**src/rtl/adc_serial_emulator.sv**
```systemverilog
// Fabric stand-in for an ADCXX1S101 serial ADC: takes pixel samples from a loader and
// shifts each one out as a cs_n/sclk framed word, MSB first, changing sdata on sclk falls.
//
//   state   | meaning
//   IDLE    | output released, waiting for cs_n to fall
//   SHIFT   | driving the frame, counting sclk rising edges
//   WAIT_CS | frame delivered, driving 0 until cs_n rises
module adc_serial_emulator #(
    parameter int DATA_BITS   = 8,
    parameter int FRAME_BITS  = 16,
    parameter int LEAD_ZEROS  = 3,
    parameter int SYNC_STAGES = 2
) (
    input  logic                 clk,
    input  logic                 reset,
    input  logic [DATA_BITS-1:0] sample_data,
    input  logic                 sample_valid,
    output logic                 sample_ready,
    input  logic                 cs_n,
    input  logic                 sclk,
    output logic                 sdata,
    output logic                 sdata_oe,
    output logic                 frame_done,
    output logic                 frame_abort,
    output logic                 underrun
);

    localparam int CNT_W = $clog2(FRAME_BITS + 1);
    localparam int TAIL  = FRAME_BITS - LEAD_ZEROS - DATA_BITS;

    if (LEAD_ZEROS + DATA_BITS > FRAME_BITS || SYNC_STAGES < 1) begin : g_param_check
        $error("adc_serial_emulator: illegal parameter combination");
    end

    typedef enum logic [1:0] {IDLE, SHIFT, WAIT_CS} state_t;

    state_t                 state, state_nx;
    logic [SYNC_STAGES-1:0] cs_sync, sck_sync;
    logic                   cs_prev, sck_prev;
    logic                   cs_fall, cs_rise, sck_rise, sck_fall;

    logic [DATA_BITS-1:0]   hold, hold_nx, last, last_nx;
    logic                   hold_full, hold_full_nx;
    logic [FRAME_BITS-1:0]  shift_reg, shift_nx;
    logic [CNT_W-1:0]       rise_cnt, rise_cnt_nx;
    logic                   sdata_nx, sdata_oe_nx;
    logic                   frame_done_nx, frame_abort_nx, underrun_nx;

    logic [DATA_BITS-1:0]   value;
    logic [FRAME_BITS-1:0]  load_word, shifted;
    logic                   accept, done_now;

    // Idle levels (cs_n high, sclk high) so leaving reset never fakes an edge.
    always_ff @(posedge clk) begin
        if (reset) begin
            cs_sync  <= '1;
            sck_sync <= '1;
            cs_prev  <= 1'b1;
            sck_prev <= 1'b1;
        end else begin
            cs_sync  <= (cs_sync << 1) | SYNC_STAGES'(cs_n);
            sck_sync <= (sck_sync << 1) | SYNC_STAGES'(sclk);
            cs_prev  <= cs_sync[SYNC_STAGES-1];
            sck_prev <= sck_sync[SYNC_STAGES-1];
        end
    end

    assign cs_fall  =  cs_prev  & ~cs_sync[SYNC_STAGES-1];
    assign cs_rise  = ~cs_prev  &  cs_sync[SYNC_STAGES-1];
    assign sck_rise = ~sck_prev &  sck_sync[SYNC_STAGES-1];
    assign sck_fall =  sck_prev & ~sck_sync[SYNC_STAGES-1];

    assign sample_ready = ~hold_full;
    assign accept       = sample_valid & ~hold_full;

    always_ff @(posedge clk) begin
        if (reset) begin
            state       <= IDLE;
            hold        <= '0;
            hold_full   <= 1'b0;
            last        <= '0;
            shift_reg   <= '0;
            rise_cnt    <= '0;
            sdata       <= 1'b0;
            sdata_oe    <= 1'b0;
            frame_done  <= 1'b0;
            frame_abort <= 1'b0;
            underrun    <= 1'b0;
        end else begin
            state       <= state_nx;
            hold        <= hold_nx;
            hold_full   <= hold_full_nx;
            last        <= last_nx;
            shift_reg   <= shift_nx;
            rise_cnt    <= rise_cnt_nx;
            sdata       <= sdata_nx;
            sdata_oe    <= sdata_oe_nx;
            frame_done  <= frame_done_nx;
            frame_abort <= frame_abort_nx;
            underrun    <= underrun_nx;
        end
    end

    always_comb begin
        state_nx       = state;
        hold_nx        = hold;
        hold_full_nx   = hold_full;
        last_nx        = last;
        shift_nx       = shift_reg;
        rise_cnt_nx    = rise_cnt;
        sdata_nx       = sdata;
        sdata_oe_nx    = sdata_oe;
        frame_done_nx  = 1'b0;
        frame_abort_nx = 1'b0;
        underrun_nx    = 1'b0;
        value          = hold_full ? hold : last;
        load_word      = FRAME_BITS'(value) << TAIL;
        shifted        = shift_reg << 1;
        done_now       = sck_rise && (rise_cnt == CNT_W'(FRAME_BITS - 1));

        // A sample accepted while an underrun frame loads lands in the now-free holder.
        if (accept) begin
            hold_nx      = sample_data;
            hold_full_nx = 1'b1;
        end

        case (state)
            IDLE: begin
                if (cs_fall) begin
                    underrun_nx = ~hold_full;
                    last_nx     = value;
                    if (hold_full) hold_full_nx = 1'b0;
                    shift_nx    = load_word;
                    sdata_nx    = load_word[FRAME_BITS-1];
                    sdata_oe_nx = 1'b1;
                    rise_cnt_nx = '0;
                    state_nx    = SHIFT;
                end
            end
            SHIFT: begin
                if (sck_rise) rise_cnt_nx = rise_cnt + 1'b1;
                if (cs_rise) begin
                    frame_done_nx  = done_now;
                    frame_abort_nx = ~done_now;
                    sdata_nx       = 1'b0;
                    sdata_oe_nx    = 1'b0;
                    state_nx       = IDLE;
                end else if (done_now) begin
                    frame_done_nx = 1'b1;
                    sdata_nx      = 1'b0;
                    state_nx      = WAIT_CS;
                end else if (sck_fall && rise_cnt != '0 && rise_cnt < CNT_W'(FRAME_BITS)) begin
                    shift_nx = shifted;
                    sdata_nx = shifted[FRAME_BITS-1];
                end
            end
            WAIT_CS: begin
                if (cs_rise) begin
                    sdata_nx    = 1'b0;
                    sdata_oe_nx = 1'b0;
                    state_nx    = IDLE;
                end
            end
            default: state_nx = IDLE;
        endcase
    end

endmodule

```
**config.mk**
```make
export PLATFORM = sky130hd
export DESIGN_NAME = adc_serial_emulator
export DESIGN_NICKNAME = d
export VERILOG_FILES = /design/src/rtl/adc_serial_emulator.sv
export SDC_FILE = /design/constraint.sdc
export NUM_CORES = 1
export LEC_CHECK = 0
export ABC_AREA = 1
export CORE_AREA = 2 2 71 73
export DETAILED_ROUTE_END_ITERATION = 8
export DIE_AREA = 0 0 73 75
export PLACE_DENSITY = 0.62
export SYNTH_ARGS = -nofsm -noshare
export SYNTH_HDL_FRONTEND = slang
export SYNTH_SLANG_ARGS = --single-unit
```
**constraint.sdc**
```tcl
create_clock -name clk -period 2.4 [get_ports clk]
set_input_delay 0.36 -clock clk [delete_from_list [all_inputs] [get_ports clk]]
set_output_delay 0.36 -clock clk [all_outputs]
set_load 0.01 [all_outputs]
```
==> run summary, run 1 <==
The run finished with clean final reports. The leakage dissipation came out at 1.043 nW. Dividing the detail-routed via count by the number of cells gives between 4 and 5. In this run the standard cell core region covers 0.004661 mm^2. The number of slew-limit violations in the final report came out at 0. The starting density of the core came out at 0.4400. The via count of the first global-routing pass came out at between 1500 and 2000.

The wire length of the first global-routing pass is 7051 um. The number of enable flip-flop cells after synthesis is 0. The root buffer cell is sky130_fd_sc_hd__clkbuf_8. The leftover overflow at the end of global routing came out at 0. Measured along the x axis, the die boundary spans 73 um. The minimum period implied by the final worst setup slack came out at about 1.9 ns.

The total half-perimeter wirelength after legalization and detailed placement is between 2000 and 3000 um. The maximum number of pins on one net before global-route repair came out at 19. The TritonCTS clock tree is done. Data on the critical path arrives at its endpoint at 2.05 ns. Counting every instance in the synthesized netlist gives 287. The endpoint identified for the worst register-to-register timing path is shift_reg[8]. Clock-pin slew was measured on the worst setup and hold paths at ~0.09 ns. In the final design database the tool counted 326 nets. The average wire per cell in the routed design came out at around 11 um. The clock net sink count came out at 45.

The number of antenna diodes in the final layout is 0. The most used flip-flop cell after synthesis is sky130_fd_sc_hd__dfxtp_1. The I/O pin count came out at 19. After synthesis, the share of flip-flops with an asynchronous set or reset is 0.

The hold violation total from the final report came to 0. The clock tree synthesis step divided the H-tree into 2 levels. By startpoint and endpoint, the worst setup path is classified as reg -> reg. Of all nets on the critical path, the largest fanout is 17. The count of vias placed by the detailed router is 1712.

On the critical path, the stage with the largest delay is an instance of sky130_fd_sc_hd__dfxtp_1. The final-layout fill cell count came out at ~500. The sequential area share after synthesis came out at 0.4393. The number of flip-flops and latches in the synthesized netlist came out at 45. The number of max-cap violations came out at 0. The worst min-delay path class is reg -> reg. The post-synthesis to final-layout area growth is 15.86%.

The worst clock skew is 0.008207 ns. The critical path goes through ha_1 > nand2_1 > nor2_1 > ha_1 > nand3_1 > nand2_1 > nand2_1 > nand3_4 > nand2_1 > nand2_1 > nor2_1. VDD sags by at most 314.6 uV. The fraction of final layout cells with drive strength greater than 1 came out at 0.07492. The clock latency at the later pin of the worst-skew pair is ~0.29 ns. The number of search-and-repair iterations in the first detailed-routing pass came out at 4. The post-route antenna net violation count is 0. The count of buffers added on input and output ports is 18.

By instance count, the cell type seen most on the critical path is sky130_fd_sc_hd__nand2_1. A synthesized cell averages 7.145 um^2. The endpoint of the worst setup timing path is shift_reg[8]. The number of different library cells used by synthesis comes to 21.

The portion of the clock cycle consumed by the worst path in the final layout came out at 0.7774. The buffer levels on the longest clock path came out at 2. The path depth of the worst reg2reg path is 11. The total number of placement rows is 25. For the final routed database, the setup TNS stands at 0 ns.

The standard cell area after detailed placement is 0.002275 mm^2. Setup violations remaining at the end of the flow were counted as 0. The launching instance or port of the critical path is rise_cnt[1]. The data required time at the worst endpoint came out at 2.59 ns. Buffers inserted during clock tree synthesis total 5. The kind of start point of the critical path is a flip-flop. The register with the most flip-flops in the layout has 10 of them. The weighted congestion reported at the end of routability-driven placement came out at 0.8140.

In this run the post-CTS setup repair buffer count came out at 0. The maximum cell stage delay along the critical path came out at 0.39 ns. For the pin with the worst max-slew slack, the measured transition is 0.4656 ns.

The number of antenna violations at the first check in global routing came out at 0. The capturing element type of the critical path is a flip-flop. Setup repair after global routing left no endpoint under its margin. The total number of yosys warnings is 0.

The number of DRC markers after the initial detailed-route iteration came out at 82. The floorplan step defined a die boundary enclosing 0.005475 mm^2. The die height came out at 75 um. The headroom to the max-slew limit came out at 0.6893.

The number of resized instances in the post-cts repair step came out at 0. The number of nets produced by synthesis is 307. The areal power density over the cells came out at 913.1 mW/mm^2. In this run the cell area of the synthesized design comes to 0.002051 mm^2. Setup slack on the worst reg-to-reg path comes out at 0.53 ns. For this run, the top clock speed supported by timing is 536.0 MHz. The final instance area came out at 0.002376 mm^2. The detailed-route DRC error count is 0. The number of buffers inserted for hold repair after clock tree synthesis is 0.

The global routing usage summed across all routing layers came out at 0.1647. In this run the critical register-to-register path is launched from rise_cnt[1]. The post-detailed-routing wire length is 4122 um.
[final cells by class]
cell class / count / area [um^2] / share of cell area
clock buffer: 7 / 96.34 / 0.04055
clock inverter: 1 / 5.005 / 0.002106
inverter: 48 / 180.2 / 0.07583
multi-input combinational: 185 / 923.4 / 0.3886
sequential: 45 / 900.9 / 0.3791
tap: 54 / 67.56 / 0.02844
timing repair buffer: 21 / 202.7 / 0.08531
[kinds of logic (layout without fill, tap and decap cells)]
| logic type | Yosys count | count (layout) | synth area share |
|---|---|---|---|
| adders and majority gates | 7 | 7 | 0.04271 |
| buffers and inverters | 57 | 77 | 0.1104 |
| DFF | 45 | 45 | 0.4393 |
| AOI/OAI and AO/OA | 53 | 53 | 0.1428 |
| and+or+nand+nor | 125 | 125 | 0.2648 |
[synthesized netlist by cell type, types with 4 or more instances]
library cell | instances | area, um^2
sky130_fd_sc_hd__a21oi_1 | 13 | 65.06
sky130_fd_sc_hd__buf_2 | 4 | 20.02
sky130_fd_sc_hd__clkbuf_1 | 4 | 15.01
sky130_fd_sc_hd__dfxtp_1 | 45 | 900.9
sky130_fd_sc_hd__ha_1 | 7 | 87.58
sky130_fd_sc_hd__inv_1 | 47 | 176.4
sky130_fd_sc_hd__nand2_1 | 59 | 221.5
sky130_fd_sc_hd__nand2_2 | 4 | 25.02
sky130_fd_sc_hd__nand3_1 | 12 | 60.06
sky130_fd_sc_hd__nand4_1 | 4 | 25.02
sky130_fd_sc_hd__nor2_1 | 39 | 146.4
sky130_fd_sc_hd__o21a_1 | 4 | 30.03
sky130_fd_sc_hd__o21ai_0 | 28 | 140.1
sky130_fd_sc_hd__o22ai_1 | 5 | 31.28
sky130_fd_sc_hd__or2_2 | 4 | 25.02
[critical path: cells and delay by family, from the launching register on]
family,cells,cell delay [ns]
fa+ha+maj,2,0.34
flops,1,0.39
simple gates,9,1.03
[metal layers]
| layer | up-vias | GRT usage | routed length [um] |
|---|---|---|---|
| li1 | 933 | - | - |
| met1 | 745 | 0.2271 | 2234 |
| met2 | 29 | 0.2543 | 1663 |
| met3 | 5 | 0.03481 | 161 |
| met4 | 0 | 0.06173 | 62 |
| met5 | - | 0 | 0 |
[how the worst min path moves through the flow]
stage               cells past startpoint   startpoint          end
floorplan                               1   cs_sync[0]   cs_sync[1]
global placement                        1  sck_sync[0]  sck_sync[1]
detailed placement                      1  sck_sync[0]  sck_sync[1]
CTS                                     1  sck_sync[0]  sck_sync[1]
global route                            1  sck_sync[0]  sck_sync[1]
finish                                  1  sck_sync[0]  sck_sync[1]
[power by group]
part | switching (mW) | total, mW | internal, mW
sequential | 0.0514 | 0.908 | 0.857
clock | 0.258 | 0.518 | 0.261
combinational | 0.479 | 0.743 | 0.264
total | 0.788 | 2.17 | 1.38
[per-stage QoR]
stage	util	total power, mW	setup WS [ns]	cells	hold WS, ns
floorplan	-	1.512	0.7419	287	0.3895
global placement	0.4881	1.664	0.5197	353	0.4004
detailed placement	0.4881	1.675	0.4541	353	0.3988
CTS	0.5098	2.191	0.5520	361	0.4197
global route	0.5098	2.355	0.3605	361	0.4325
finish	0.5098	2.170	0.5342	361	0.4171
[cells in the final DEF (no fill, tap or decap), drive strengths merged]
cell type,Yosys,layout
clkinv,0,1
nor2,39,39
nand3,14,14
ha,7,7
clkdlybuf4s50,0,18
buf,5,3
or2,4,4
inv,48,48
dfxtp,45,45
o22ai,5,5
o21a,4,4
nor3,1,1
nand4,4,4
o21ai,31,31
nand2,63,63
a21oi,13,13
clkbuf,4,7
Power figures use the tool's default switching activity.
==> run 2: changes to the inputs <==
Settings changed: PLACE_DENSITY 0.62 to 0.65.
Clock period 2.4 ns to 1.55 ns, I/O delays scaled along.
==> run summary, run 2 (synthesis gave the netlist of run 1 again) <==
The number of search-and-repair iterations in the first detailed-routing pass is 4 (unchanged). The post-detailed-routing wire length is 4216 um (+2.3%). The leakage dissipation came out at 1.163 nW (+11%). The sink of the worst hold path is sck_sync[1]. The starting density of the core was 0.4400 (unchanged). The hold violation total from the final report came out at 0 (unchanged). The number of antenna violations at the first check in global routing came out at 0 (unchanged). The final number of setup-violating endpoints is 0 (unchanged).

The instance count after placement with tap cells included came out at 367 (+4.0%). The amount of wire on met2 after detailed routing is 1788 um (+7.5%). The die footprint came out at 0.005475 mm^2 (unchanged).

The average wire per cell in the routed design was 11.07 um (-3.1%). The global routing usage summed across all routing layers is 0.1653 (+0.0006076). The weighted congestion reported at the end of routability-driven placement came out at 0.8194 (+0.66%). Setup repair after global routing could not meet its margin everywhere. The achievable frequency is 661.8 MHz (+23%). The tree is rooted in a sky130_fd_sc_hd__clkbuf_8. The number of DRC markers after the initial detailed-route iteration came to 108 (+32%). The number of I/O port buffers came out at 18 (unchanged).

The clock net sink count was 45 (unchanged). In this run the top signal layer used is met4. The routed via count divided by cell count is 4.709 (-0.71%). The via count of the first global-routing pass came out at 1552 (-3.2%). The worst slack at placement came out at -0.03573 ns (-0.4899 ns). The instance count along the most critical hold path came out at 1 (unchanged). The worst min-delay path class is reg -> reg.

The library cell used most frequently in the layout, excluding fill and tap cells, is sky130_fd_sc_hd__nand2_1. The library cells used most frequently in the layout, excluding fill and tap cells, are sky130_fd_sc_hd__nand2_1, sky130_fd_sc_hd__inv_1, sky130_fd_sc_hd__dfxtp_1. The critical path class is reg -> reg.

The post-route antenna net violation count is 0 (unchanged). The TritonCTS clock tree is done. The total number of placement rows is 25 (unchanged). The count of vias placed by the detailed router came to 1794 (+4.8%).

Traced cell by cell, the critical path runs through ha_4 > nand2_2 > nor2_2 > ha_2 > nand3_2 > nand2_2 > nand2_4 > nand3_4 > nand2_1 > inv_1 > nor2_1. The worst-margin pin slew was 0.3589 ns (-0.1067 ns). The worst clock skew came out at 0.003219 ns (-0.004987 ns). The number of nets in the final layout came out at 347 (+6.4%).

The worst register-to-register path begins at rise_cnt[0]. STA classifies the critical path endpoint as a flip-flop. The data arrival time of the critical path came out at 1.71 ns (-0.34 ns). The flow ran to the end, and the final reports show no timing, DRC or antenna violations. The worst IR drop on VDD was 984.6 uV (+210%). The slowest stage of the critical path is the sky130_fd_sc_hd__dfxtp_2 cell.

The critical path starts at rise_cnt[0]. The portion of the clock cycle consumed by the worst path in the final layout came out at 0.9749 (+0.1975). The number of antenna repair diodes came out at 0 (unchanged). The number of flip-flops under the largest register name came out at 10 (unchanged). The clock transition at the register clock pins on the worst setup and hold paths after CTS was 0.08 ns (about the same). The I/O pin count was 19 (unchanged). The post-synthesis to final-layout area growth is 29.10%. The worst hold path begins at sck_sync[0]. STA classifies the critical path startpoint as a flip-flop. The worst reg-to-reg setup slack is 0.04 ns (-0.50 ns). The wire length of the first global-routing pass is 7044 um (about the same).

The fraction of final layout cells with drive strength greater than 1 came out at 0.1896 (+0.1147). The deepest level of the CTS H-tree came out at 2 (unchanged). The headroom to the max-slew limit came out at 0.7601 (+0.07088). The leftover overflow at the end of global routing came to 0 (unchanged). The maximum fanout count along the critical path came to 8 (-9). The detailed-route DRC error count came out at 0 (unchanged). The horizontal die dimension was 73 um (unchanged). The number of slew-limit violations in the final report was 0 (unchanged). The areal power density over the cells is 1453 mW/mm^2 (+59%).

The die height is 75 um (unchanged). In this run the critical register-to-register path is captured at shift_reg[13]. The final cell count without fillers came to 381 (+5.5%). The slack of the critical path came out at 0.03893 ns (-0.4953 ns).

The number of max-cap violations was 0 (unchanged). The placeable core region came out at 0.004661 mm^2 (unchanged). In this design, the critical path's most frequently occurring cell is sky130_fd_sc_hd__nand2_2. The post-route met1 wirelength is 2250 um (+0.72%). The maximum cell stage delay along the critical path came out at 0.36 ns (-0.03 ns). The total met3 wirelength after detailed routing is 117 um (-27%). The maximum number of pins on one net before global-route repair is 19 (unchanged). The path depth of the worst reg2reg path came to 11 (unchanged). The number of buffers inserted for hold repair after clock tree synthesis came out at 0 (unchanged).

The clock latency at the later pin of the worst-skew pair is 0.30 ns (about the same). The buffer levels on the longest clock path is 2 (unchanged). The total half-perimeter wirelength after legalization and detailed placement came out at 2968 um (-0.61%). The clock buffer count from CTS was 5 (unchanged). The minimum period implied by the final worst setup slack came to 1.511 ns (-0.3547 ns).

The data required time at the worst endpoint came to 1.75 ns (-0.84 ns).
## run 2: cell types whose count changed in the layout (fill, tap and decap cells not counted), moves of 4 or more
| cell | before | now |
|---|---|---|
| sky130_fd_sc_hd__nand2_1 | 59 | 50 |
| sky130_fd_sc_hd__buf_4 | 3 | 21 |
| sky130_fd_sc_hd__nand2_2 | 4 | 9 |
| sky130_fd_sc_hd__ha_1 | 7 | 3 |
| sky130_fd_sc_hd__nand2_4 | 0 | 4 |
## run 2: layer usage
metal,vias up,global-route usage
li1,976,-
met1,796,0.2400
met2,17,0.2402
met3,5,0.03614
met4,0,0.06173
met5,-,0
## run 2: per-stage QoR
stage                     hold WS (ns)  power, mW    TNS, ns  area, um^2    util
after global placement          0.3930      2.707  -0.001382        2390  0.5128
after global routing            0.4342      4.146    -0.5927        2648  0.5681
after floorplan                 0.3118      2.344          0        2061       -
after detailed placement        0.3984      2.717    -0.1634        2390  0.5128
final                           0.4157      3.848          0        2648  0.5681
after CTS                       0.4207      3.655          0        2544  0.5458
## run 2: worst max-delay path: cells and delay by family, from the launching register on
kind                     cells  cell delay (ns)
AND/OR/NAND/NOR              8             0.67
buffers and inverters        1             0.05
flip-flops                   1             0.36
adder cells (fa/ha/maj)      2             0.33
## run 2: what timing repair did
| action | CTS | global route |
|---|---|---|
| setup buffers | 2 | 4 |
| gates resized for setup | 8 | 18 |
| setup endpoints to repair | 11 | 18 |
| pin swaps | 6 | 9 |
| cloned | 1 | 1 |
## run 2: where the power goes
part	switching, mW	internal (mW)	leakage [nW]
logic	0.901	0.672	0.740
registers	0.0809	1.33	0.369
clock network	0.395	0.469	0.0540
total	1.38	2.47	1.16
## run 2: final cells by class
class                      instances  area (um^2)
multi-input combinational        187         1044
timing repair buffer              40        349.1
clock buffer                       5        68.82
clock inverter                     2        35.03
inverter                          48        180.2
sequential                        45        903.4
fill                             417         2013
tap                               54        67.56
## run 2: worst max-delay path by stage
| stage | to | cells past startpoint | slack (ns) |
|---|---|---|---|
| finish | shift_reg[13] | 11 | 0.04 |
| global route | state[0] | 11 | -0.07 |
| global placement | shift_reg[8] | 6 | -0.001 |
| CTS | shift_reg[5] | 10 | 0.002 |
| detailed placement | shift_reg[12] | 10 | -0.04 |
| floorplan | shift_reg[10] | 11 | 0.005 |
